### src/rtl/reg_writeback_unit.sv
// Write-side buffer for the 32x32 register file: accepts ALU/load results,
// queues them in order and drains one per cycle onto A3/WD3/WE3.
module reg_writeback_unit #(
   parameter int DEPTH = 4,
   parameter int XLEN  = 32
) (
   input  logic                     clk,
   input  logic                     rst,
   input  logic                     alu_valid,
   input  logic [4:0]               alu_rd,
   input  logic [XLEN-1:0]          alu_data,
   output logic                     alu_ready,
   input  logic                     mem_valid,
   input  logic [4:0]               mem_rd,
   input  logic [XLEN-1:0]          mem_data,
   output logic                     mem_ready,
   input  logic                     wb_hold,
   output logic [4:0]               A3,
   output logic [XLEN-1:0]          WD3,
   output logic                     WE3,
   input  logic [4:0]               byp_rs,
   output logic                     byp_hit,
   output logic [XLEN-1:0]          byp_data,
   output logic [31:0]              pending,
   output logic [$clog2(DEPTH):0]   count
);

   localparam int PW = $clog2(DEPTH);
   localparam int CW = PW + 1;

   logic [4:0]      rd_q   [DEPTH];
   logic [4:0]      rd_d   [DEPTH];
   logic [XLEN-1:0] data_q [DEPTH];
   logic [XLEN-1:0] data_d [DEPTH];
   logic [PW-1:0]   wr_ptr_q, wr_ptr_d;
   logic [PW-1:0]   rd_ptr_q, rd_ptr_d;
   logic [CW-1:0]   count_q, count_d;

   logic            full, empty;
   logic            push_mem, push_alu, push, pop;
   logic [4:0]      push_rd;
   logic [XLEN-1:0] push_data;
   logic [PW-1:0]   idx;

   assign full  = (count_q == CW'(DEPTH));
   assign empty = (count_q == '0);

   // Loads are older in program order, so they win the single push slot.
   assign mem_ready = !full;
   assign alu_ready = !full && !mem_valid;
   assign push_mem  = mem_valid && mem_ready;
   assign push_alu  = alu_valid && alu_ready;
   assign push      = push_mem || push_alu;
   assign push_rd   = push_mem ? mem_rd : alu_rd;
   assign push_data = push_mem ? mem_data : alu_data;
   assign pop       = !empty && !wb_hold;

   assign A3    = pop ? rd_q[rd_ptr_q] : 5'd0;
   assign WD3   = pop ? data_q[rd_ptr_q] : '0;
   assign WE3   = pop && (rd_q[rd_ptr_q] != 5'd0);
   assign count = count_q;

   always_comb begin
      rd_d     = rd_q;
      data_d   = data_q;
      wr_ptr_d = wr_ptr_q;
      rd_ptr_d = rd_ptr_q;
      count_d  = count_q;
      if (push) begin
         rd_d[wr_ptr_q]   = push_rd;
         data_d[wr_ptr_q] = push_data;
         wr_ptr_d         = wr_ptr_q + PW'(1);
      end
      if (pop) begin
         rd_ptr_d = rd_ptr_q + PW'(1);
      end
      unique case ({push, pop})
         2'b10:   count_d = count_q + CW'(1);
         2'b01:   count_d = count_q - CW'(1);
         default: count_d = count_q;
      endcase
   end

   // Walk oldest to youngest so the last match (youngest) wins the bypass.
   always_comb begin
      pending  = '0;
      byp_hit  = 1'b0;
      byp_data = '0;
      idx      = rd_ptr_q;
      for (int k = 0; k < DEPTH; k++) begin
         idx = rd_ptr_q + PW'(k);
         if (CW'(k) < count_q) begin
            pending[rd_q[idx]] = 1'b1;
            if ((byp_rs != 5'd0) && (rd_q[idx] == byp_rs)) begin
               byp_hit  = 1'b1;
               byp_data = data_q[idx];
            end
         end
      end
      pending[0] = 1'b0;
   end

   always_ff @(posedge clk or negedge rst) begin
      if (!rst) begin
         for (int i = 0; i < DEPTH; i++) begin
            rd_q[i]   <= 5'd0;
            data_q[i] <= '0;
         end
         wr_ptr_q <= '0;
         rd_ptr_q <= '0;
         count_q  <= '0;
      end else begin
         rd_q     <= rd_d;
         data_q   <= data_d;
         wr_ptr_q <= wr_ptr_d;
         rd_ptr_q <= rd_ptr_d;
         count_q  <= count_d;
      end
   end

endmodule

### config.mk
export PLATFORM = sky130hd
export DESIGN_NAME = reg_writeback_unit
export DESIGN_NICKNAME = d
export VERILOG_FILES = /design/src/rtl/reg_writeback_unit.sv
export SDC_FILE = /design/constraint.sdc
export NUM_CORES = 1
export LEC_CHECK = 0
export BUFFER_PORTS_ARGS = -buffer_cell sky130_fd_sc_hd__buf_2
export CORE_ASPECT_RATIO = 1.5
export CORE_MARGIN = 10
export CORE_UTILIZATION = 53
export DETAILED_ROUTE_END_ITERATION = 10
export PLACE_DENSITY = 0.75
export SLEW_MARGIN = 20
export SYNTH_ARGS = -nofsm -noshare
export SYNTH_HDL_FRONTEND = slang
export SYNTH_SLANG_ARGS = --single-unit
### constraint.sdc
create_clock -name clk -period 2.6 [get_ports clk]
set_input_delay 0.26 -clock clk [delete_from_list [all_inputs] [get_ports clk]]
set_output_delay 0.26 -clock clk [all_outputs]
set_load 0.05 [all_outputs]
==> results.cfg, run 1 <==
[outcome]
outcome = complete, but fails checks
failed_checks = setup timing

[clocking]
cts_buffers = 17
cts_max_level = 4
clk_pin_slew_ps = 60
cts-root-buf = clkbuf_16
cts_tree = built
clock_latency_ps = 430
numClockSinks = 155
clockBufferDepth = 2

[critical_path]
required_ps = 2340
crit_type = register to output pin
crit_slowest_cell = mux4_2
path_cells = buf_6 > mux4_2 > xor2_1 > or3_4 > buf_4 > or4_1 > o211ai_4 > buf_12
crit_path_max_fanout = 8
worstPathArrival_ps = 3310
max_stage_delay_ps = 570
cp-end-kind = output pin
crit_path_start_kind = register

[timing]
setup_viol = 94
finalCriticalPeriod_ps = 3573
slew_violations = 0
worstMarginPinSlew_ps = 701.3
skew_ps = 5.435
hold_viol_final = 0
timing.final.ws_setup_ps = -972.5
fmax_mhz = 279.9
finalCritPeriodShare = 1.374
grt_setup_unrepaired = true
slew_headroom = 0.5324

[placed_design]
post-dp-hpwl_microns = 29780
post-place-ws_ps = -666.9
gp_congestion = 1.011
placedCellCount = 1878
io_buffers = 190

[route]
viasPerCell = 6.614
drt_wl_total_microns = 48800
drc_errors = 0
wl_met2_microns = 25330
wl_met3_microns = 4001
vias = 12920
initialDrtViolationCount = 1236
wire_per_inst_microns = 24.99
first_pass_iters = 6
met1_length_microns = 16080
dr.max_layer_used = met4
ant_nets = 0

[logic_synthesis]
syn-cell-area_sq_um = 12570
yosys.area_share.xor_xnor = 0.01742
syn_area_per_cell_sq_um = 9.430
synth_flop_cell = dfrtp_1
synth_top_family_by_area = multiplexers
synth_mux_area_frac = 0.2797
synth_edf_count = 0
postSynthCellCount = 1333
yosys.area_share.simple = 0.1595
ys_ff_latch = 155
seq_area_frac_synth = 0.3085
synth_cell_type_count = 48
synth-compound-area-share = 0.1750
ys_warn_count = 0
synth_fa_ha_area_frac = 0.008958
synth_fp_nets = 1426
synthArstFlopShare = 1.000

[global_route]
grt_usage = 0.3127
antenna_found_initial = 0
grt_overflow_total = 0
grt_pass1_wl_microns = 76410
grt_pass1_vias = 13750
grt_max_degree = 97

[hold_path]
hold_path.class = primary input to register

[cells_and_area]
area_growth_pct = 40.61
drive_gt1_frac = 0.4217
most-common-layout-cells = 209 x nor2_1, 190 x a21oi_1, 151 x dfrtp_1, 139 x buf_4, 114 x buf_2
finalNonFillerCells = 1953
fillers = 1515
nets = 1715
utilization = 0.7500
diodes = 0
final_common_cell = nor2_1

[floorplanning]
dieWidth_microns = 145.7
io_pins = 192
core_sq_um = 23570
die_h_microns = 208.6
start_util = 0.5334
rows = 69
die_area_sq_um = 30410

[flow_run]
maxCapViolCount = 0
-- Yosys cell counts (18+ instances only) --
library cell | n | area (sq um)
dfrtp_1 | 155 | 3879
a21oi_1 | 192 | 960.9
nand4_1 | 35 | 219.0
nor2_1 | 221 | 829.6
mux2_4 | 25 | 375.4
xnor2_1 | 18 | 157.7
mux2_2 | 48 | 540.5
buf_2 | 32 | 160.2
and2_1 | 43 | 269.0
nand2_1 | 94 | 352.8
clkbuf_1 | 60 | 225.2
mux4_2 | 75 | 1689
mux2i_1 | 82 | 820.8
buf_1 | 18 | 67.56
o211ai_1 | 40 | 300.3
o221ai_2 | 26 | 390.4
-- what timing repair did --
action	4_1_cts	5_1_grt
hold buffers	1	0
setup endpoints to repair	99	100
hold endpoints to repair	65	0
gates cloned	6	4
setup buffers	37	3
pin swaps	17	2
gates resized for setup	229	14
-- sequential cells by signal, indices dropped and copies added (netlist names) --
signal	flops
wr_ptr_q	2
data_q	128
rd_ptr_q	2
rd_q	20
count	3
-- per-stage QoR --
step | TNS (ps) | hold slack [ps] | instance area (sq um)
detailed placement | -30240 | 295.3 | 15570
global route | -61250 | 217.0 | 17680
global placement | -26940 | 293.8 | 15570
finish | -54590 | 195.0 | 17680
floorplan | -13370 | -35.59 | 13090
CTS | -51740 | 193.2 | 17540
-- layer usage --
layer,global-route usage,vias up
met2,0.5598,887
met1,0.3279,6287
met5,0,-
met3,0.05990,228
met4,0.2017,0
li1,-,5515
-- cell type report --
cell class / instances / area [sq um] / area share
inverters: 16 / 60.06 / 0.003398
flip-flops and latches: 155 / 3889 / 0.2200
clock inverters: 11 / 193.9 / 0.01097
multi-input cells: 1040 / 8896 / 0.5033
repair buffers: 392 / 3791 / 0.2145
well taps: 319 / 399.1 / 0.02258
clock buffers: 20 / 446.7 / 0.02527
-- worst paths after layout --
path                       slack (ps)    startpoint  cells after the start            to
max                              -970   rd_ptr_q[0]                      8  byp_data[23]
min                               190  alu_data[18]                      3    data_q[82]
max reg2reg                       250      count[0]                      8      rd_q[18]
min reg2reg                       570    data_q[83]                      2    data_q[83]
max in group asynchronous        1410           rst                      3      count[0]
min in group asynchronous         410           rst                      2    data_q[60]
-- logic make-up (layout without fill, tap and decap cells) --
kind of cell,Yosys count,after routing
and+or+nand+nor,445,445
AOI/OAI and AO/OA,326,326
muxes,234,234
DFF,155,155
buffers and inverters,138,439
xor gates and xnor gates,25,25
adders and majority gates,9,9
other,1,1
-- worst max-delay path: cells and delay by family (launching register included) --
kind	cells	cell delay, ps
AND/OR/NAND/NOR	2	960
multiplexers	1	570
flip-flops	1	520
buffers and inverters	3	520
XOR/XNOR	1	180
AO/OA/AOI/OAI	1	120
Power of run 1 is not shown: default switching activity piles up to over one toggle a cycle in this logic, so the estimate is an artifact.
==> inputs of run 2 (changes only) <==
--- a/config.mk
+++ b/config.mk
@@ -8,9 +8,11 @@
 export BUFFER_PORTS_ARGS = -buffer_cell sky130_fd_sc_hd__buf_2
 export CORE_ASPECT_RATIO = 1.5
 export CORE_MARGIN = 10
-export CORE_UTILIZATION = 53
+export CORE_UTILIZATION = 45
+export CTS_CLUSTER_SIZE = 20
 export DETAILED_ROUTE_END_ITERATION = 10
-export PLACE_DENSITY = 0.75
+export GPL_TIMING_DRIVEN = 0
+export PLACE_DENSITY = 0.65
 export SLEW_MARGIN = 20
 export SYNTH_ARGS = -nofsm -noshare
 export SYNTH_HDL_FRONTEND = slang
==> results.cfg, run 2 (synthesis gave the netlist of run 1 again) <==
[outcome]
outcome = complete, but fails checks
failed_checks = setup timing

[cells_and_area]
finalNonFillerCells = 1951
most-common-layout-cells = 203 x nor2_1, 188 x a21oi_1, 153 x dfrtp_1, 105 x buf_2, 99 x buf_6
drive_gt1_frac = 0.4338
area_growth_pct = 38.27
nets = 1689
final_common_cell = nor2_1
largest_reg_flops = 128
largest_register = data_q
diodes = 0

[global_route]
grt_pass1_wl_microns = 77490
grt_pass1_vias = 12990
grt_overflow_total = 0
grt_usage = 0.2857
grt_max_degree = 81
antenna_found_initial = 0

[critical_path]
worstPathArrival_ps = 3400
required_ps = 2340
path_cells = buf_8 > buf_12 > buf_6 > mux4_2 > xor2_2 > nor4_4 > buf_12 > buf_12 > mux2_4 > o221ai_4 > buf_6
max_stage_delay_ps = 600
crit_type = register to output pin
crit_family = multiplexers
crit_path_start_kind = register
r2r-start = count[0]
crit_buf_inv = 6
cp-startpoint = rd_ptr_q[0]
cp_common_cell = buf_12
crit_slowest_cell = mux4_2
cp-end-kind = output pin
crit_path_max_fanout = 10

[hold_path]
hold_path.class = primary input to register
hp-start = alu_data[9]

[timing]
fmax_mhz = 273.4
finalCritPeriodShare = 1.407
worstMarginPinSlew_ps = 768.0
hold_viol_final = 0
skew_ps = 8.416
slew_headroom = 0.4880
grt_setup_unrepaired = true
slew_violations = 0
fin_tns_setup_ps = -69640
setup_viol = 101
timing.final.ws_setup_ps = -1058
finalCriticalPeriod_ps = 3658

[route]
drt_wl_total_microns = 51800
ant_nets = 0
drc_errors = 0
vias = 12670
viasPerCell = 6.494
initialDrtViolationCount = 1050
wire_per_inst_microns = 26.55
first_pass_iters = 6

[clocking]
clockBufferDepth = 2
numClockSinks = 155
cts-root-buf = clkbuf_16
clock_latency_ps = 460
cts_tree = built
cts_buffers = 17
cts_max_level = 4
clk_pin_slew_ps = 60

[floorplanning]
die_h_microns = 224.7
start_util = 0.4587
io_pins = 192
die_area_sq_um = 35160
core_sq_um = 27410
dieWidth_microns = 156.5
rows = 74

[placed_design]
placedCellCount = 1861
gp_congestion = 0.9970
io_buffers = 185
post-dp-hpwl_microns = 37370
post-place-ws_ps = -1388

[flow_run]
maxCapViolCount = 0
## run 2: changes by cell type in the layout (fill, tap and decap cells not counted), sizes merged
cell	change
bufbuf	-2
bufinv	-1
clkbuf	+61
clkinv	+1
buf	-84
## run 2: per-layer routing
layer  up-vias  wire length [microns]  track usage
li1       5465                      -            -
met1      6383                  18110       0.3114
met2       643                  27000       0.4988
met3       178                   3491      0.05119
met4         0                   3197       0.1850
met5         -                      0            0
## run 2: cell type report
class / instances / area (sq um)
sequential: 155 / 3881
buffer: 118 / 922.1
tap: 342 / 427.9
timing repair buffer: 248 / 2283
multi-input combinational: 1040 / 9171
inverter: 16 / 70.07
clock buffer: 21 / 460.4
clock inverter: 11 / 165.2
fill: 2277 / 10020
## run 2: repair_timing
item                       4_1_cts  5_1_grt
buffers inserted                23       36
setup endpoints to repair      254      238
gates cloned                     0        4
pin swaps                       20       45
gates resized for setup        355      194
hold buffers                     1        0
hold endpoints to repair        75        0
## run 2: worst reg2reg max path: cells and delay by family (launching register included)
kind / cells / cell delay [ps]
adder cells (fa/ha/maj): 2 / 510
AND/OR/NAND/NOR: 1 / 70
multiplexers: 1 / 200
buffers and inverters: 3 / 640
XOR/XNOR: 1 / 120
flip-flops: 1 / 440
AO/OA/AOI/OAI: 1 / 360
## run 2: worst paths after layout
path	end	slack, ps	depth (start not counted)
max in group asynchronous	data_q[29]	1420	3
hold reg to reg	data_q[87]	550	2
setup / recovery	byp_data[29]	-1060	11
setup reg to reg	count[2]	150	9
hold / removal	data_q[41]	160	3
min in group asynchronous	data_q[104]	350	2
## run 2: metrics by stage
stage	util	hold slack [ps]	area, sq um
finish	0.6342	158.9	17380
global route	0.6342	176.4	17380
CTS	0.6004	154.6	16450
detailed placement	0.5284	264.9	14480
global placement	0.5271	534.6	14450
floorplan	-	-35.59	13090
Power of run 2 is left out for the same reason.
==> inputs of run 3 (changes only) <==
--- a/config.mk
+++ b/config.mk
@@ -8,11 +8,11 @@
 export BUFFER_PORTS_ARGS = -buffer_cell sky130_fd_sc_hd__buf_2
 export CORE_ASPECT_RATIO = 1.5
 export CORE_MARGIN = 10
-export CORE_UTILIZATION = 45
+export CORE_UTILIZATION = 29
 export CTS_CLUSTER_SIZE = 20
 export DETAILED_ROUTE_END_ITERATION = 10
 export GPL_TIMING_DRIVEN = 0
-export PLACE_DENSITY = 0.65
+export PLACE_DENSITY = 0.45
 export SLEW_MARGIN = 20
 export SYNTH_ARGS = -nofsm -noshare
 export SYNTH_HDL_FRONTEND = slang
==> results.cfg, run 3 (synthesis gave the netlist of run 1 again) <==
[route]
wire_per_inst_microns = 26.42
drc_errors = 0
drt_wl_total_microns = 57030
initialDrtViolationCount = 835
viasPerCell = 5.641
vias = 12180
ant_nets = 0
first_pass_iters = 7

[cells_and_area]
largest_reg_flops = 128
finalNonFillerCells = 2159
nets = 1669
most-common-layout-cells = 210 x nor2_1, 191 x a21oi_1, 152 x dfrtp_1, 132 x buf_2, 88 x nand2_1
drive_gt1_frac = 0.4034
fillers = 4316
area_growth_pct = 33.90
final_common_cell = nor2_1
largest_register = data_q
diodes = 0

[critical_path]
cp-end-kind = output pin
crit_type = register to output pin
crit_path_max_fanout = 10
timing.rr.end = data_q[30]
required_ps = 2340
crit_path_start_kind = register
r2r-start = count[0]
r2r_setup_slack_ps = 190
worstPathArrival_ps = 3440
r2r_cells = 8

[floorplanning]
start_util = 0.2928
die_area_sq_um = 52250
rows = 93
core_sq_um = 42940
io_pins = 192
die_h_microns = 275.0
dieWidth_microns = 190.0

[timing]
slew_headroom = 0.4052
skew_ps = 7.767
setup_viol = 99
grt_setup_unrepaired = true
fmax_mhz = 270.4
hold_viol_final = 0
whs_ps = 167.2
timing.final.ws_setup_ps = -1098
finalCritPeriodShare = 1.422
worstMarginPinSlew_ps = 892.2
slew_violations = 0
finalCriticalPeriod_ps = 3698

[hold_path]
hp-start = alu_data[28]
min_path_cells = 3
min_to = data_q[60]
hold_path.class = primary input to register

[clocking]
clockBufferDepth = 2
clk_pin_slew_ps = 70
numClockSinks = 155
cts_buffers = 17
cts_tree = built
clock_latency_ps = 460
cts-root-buf = clkbuf_16
cts_max_level = 4

[placed_design]
post-dp-hpwl_microns = 42330
placedCellCount = 2090
gp_congestion = 0.9280
io_buffers = 185

[global_route]
grt_pass1_wl_microns = 84040
antenna_found_initial = 0
grt_usage = 0.2153
grt_pass1_vias = 12810
grt_max_degree = 62
grt_overflow_total = 0

[outcome]
failed_checks = setup timing
outcome = complete, but fails checks

[flow_run]
maxCapViolCount = 0
run 3: final cells by class:
type                       count  area, sq um  area share
inverter                      16        67.56    0.004014
timing repair buffer         229         1734      0.1030
tap                          570        713.2     0.04237
sequential                   155         3882      0.2307
buffer                       117        902.1     0.05359
clock inverter                12        141.4    0.008400
clock buffer                  20        436.7     0.02594
multi-input combinational   1040         8955      0.5320
run 3: how the worst max path moves through the flow:
stage	startpoint	end	depth (start not counted)
final	rd_ptr_q[0]	byp_data[12]	11
after global routing	rd_ptr_q[0]	byp_data[11]	11
after CTS	rd_ptr_q[0]	byp_data[2]	11
after detailed placement	rd_ptr_q[0]	byp_data[2]	12
after global placement	rd_ptr_q[0]	byp_data[30]	12
after floorplan	rd_ptr_q[0]	byp_data[12]	8
run 3: worst max-delay path, stage by stage, from the launching register on:
cell and delay [ps]:
dfrtp_1 370, buf_12 130, buf_12 130, mux4_2 550, xnor2_2 170, nand4_1 170
nor4_4 300, buf_6 230, buf_12 180, mux2_4 320, o211ai_4 220, buf_6 200
run 3: layer usage:
metal / global-route usage / share of wire / vias to the layer above
met1: 0.2373 / 0.38 / 6128
met2: 0.3990 / 0.53 / 488
met5: 0 / 0 / -
li1: - / - / 5437
met4: 0.1015 / 0.044 / 0
met3: 0.02776 / 0.046 / 125
run 3: timing repair:
| action | 4_1_cts | 5_1_grt |
|---|---|---|
| hold buffers | 1 | 0 |
| endpoints found under the hold margin | 35 | 0 |
| buffers inserted | 26 | 14 |
| gates cloned | 0 | 1 |
| pin swaps | 13 | 7 |
| resized for setup | 322 | 48 |
| endpoints found under the setup margin | 254 | 209 |
run 3: through the flow:
step                cell area (sq um)  utilization  setup TNS (ps)  worst slack, ps
global placement                14730       0.3431         -382690            -1643
global route                    16830       0.3920          -66430            -1187
finish                          16830       0.3920          -58190            -1098
floorplan                       13090            -          -13370           -382.4
CTS                             16590       0.3863          -70330            -1085
detailed placement              14800       0.3447         -155500            -1656
Power of run 3 is left out for the same reason.
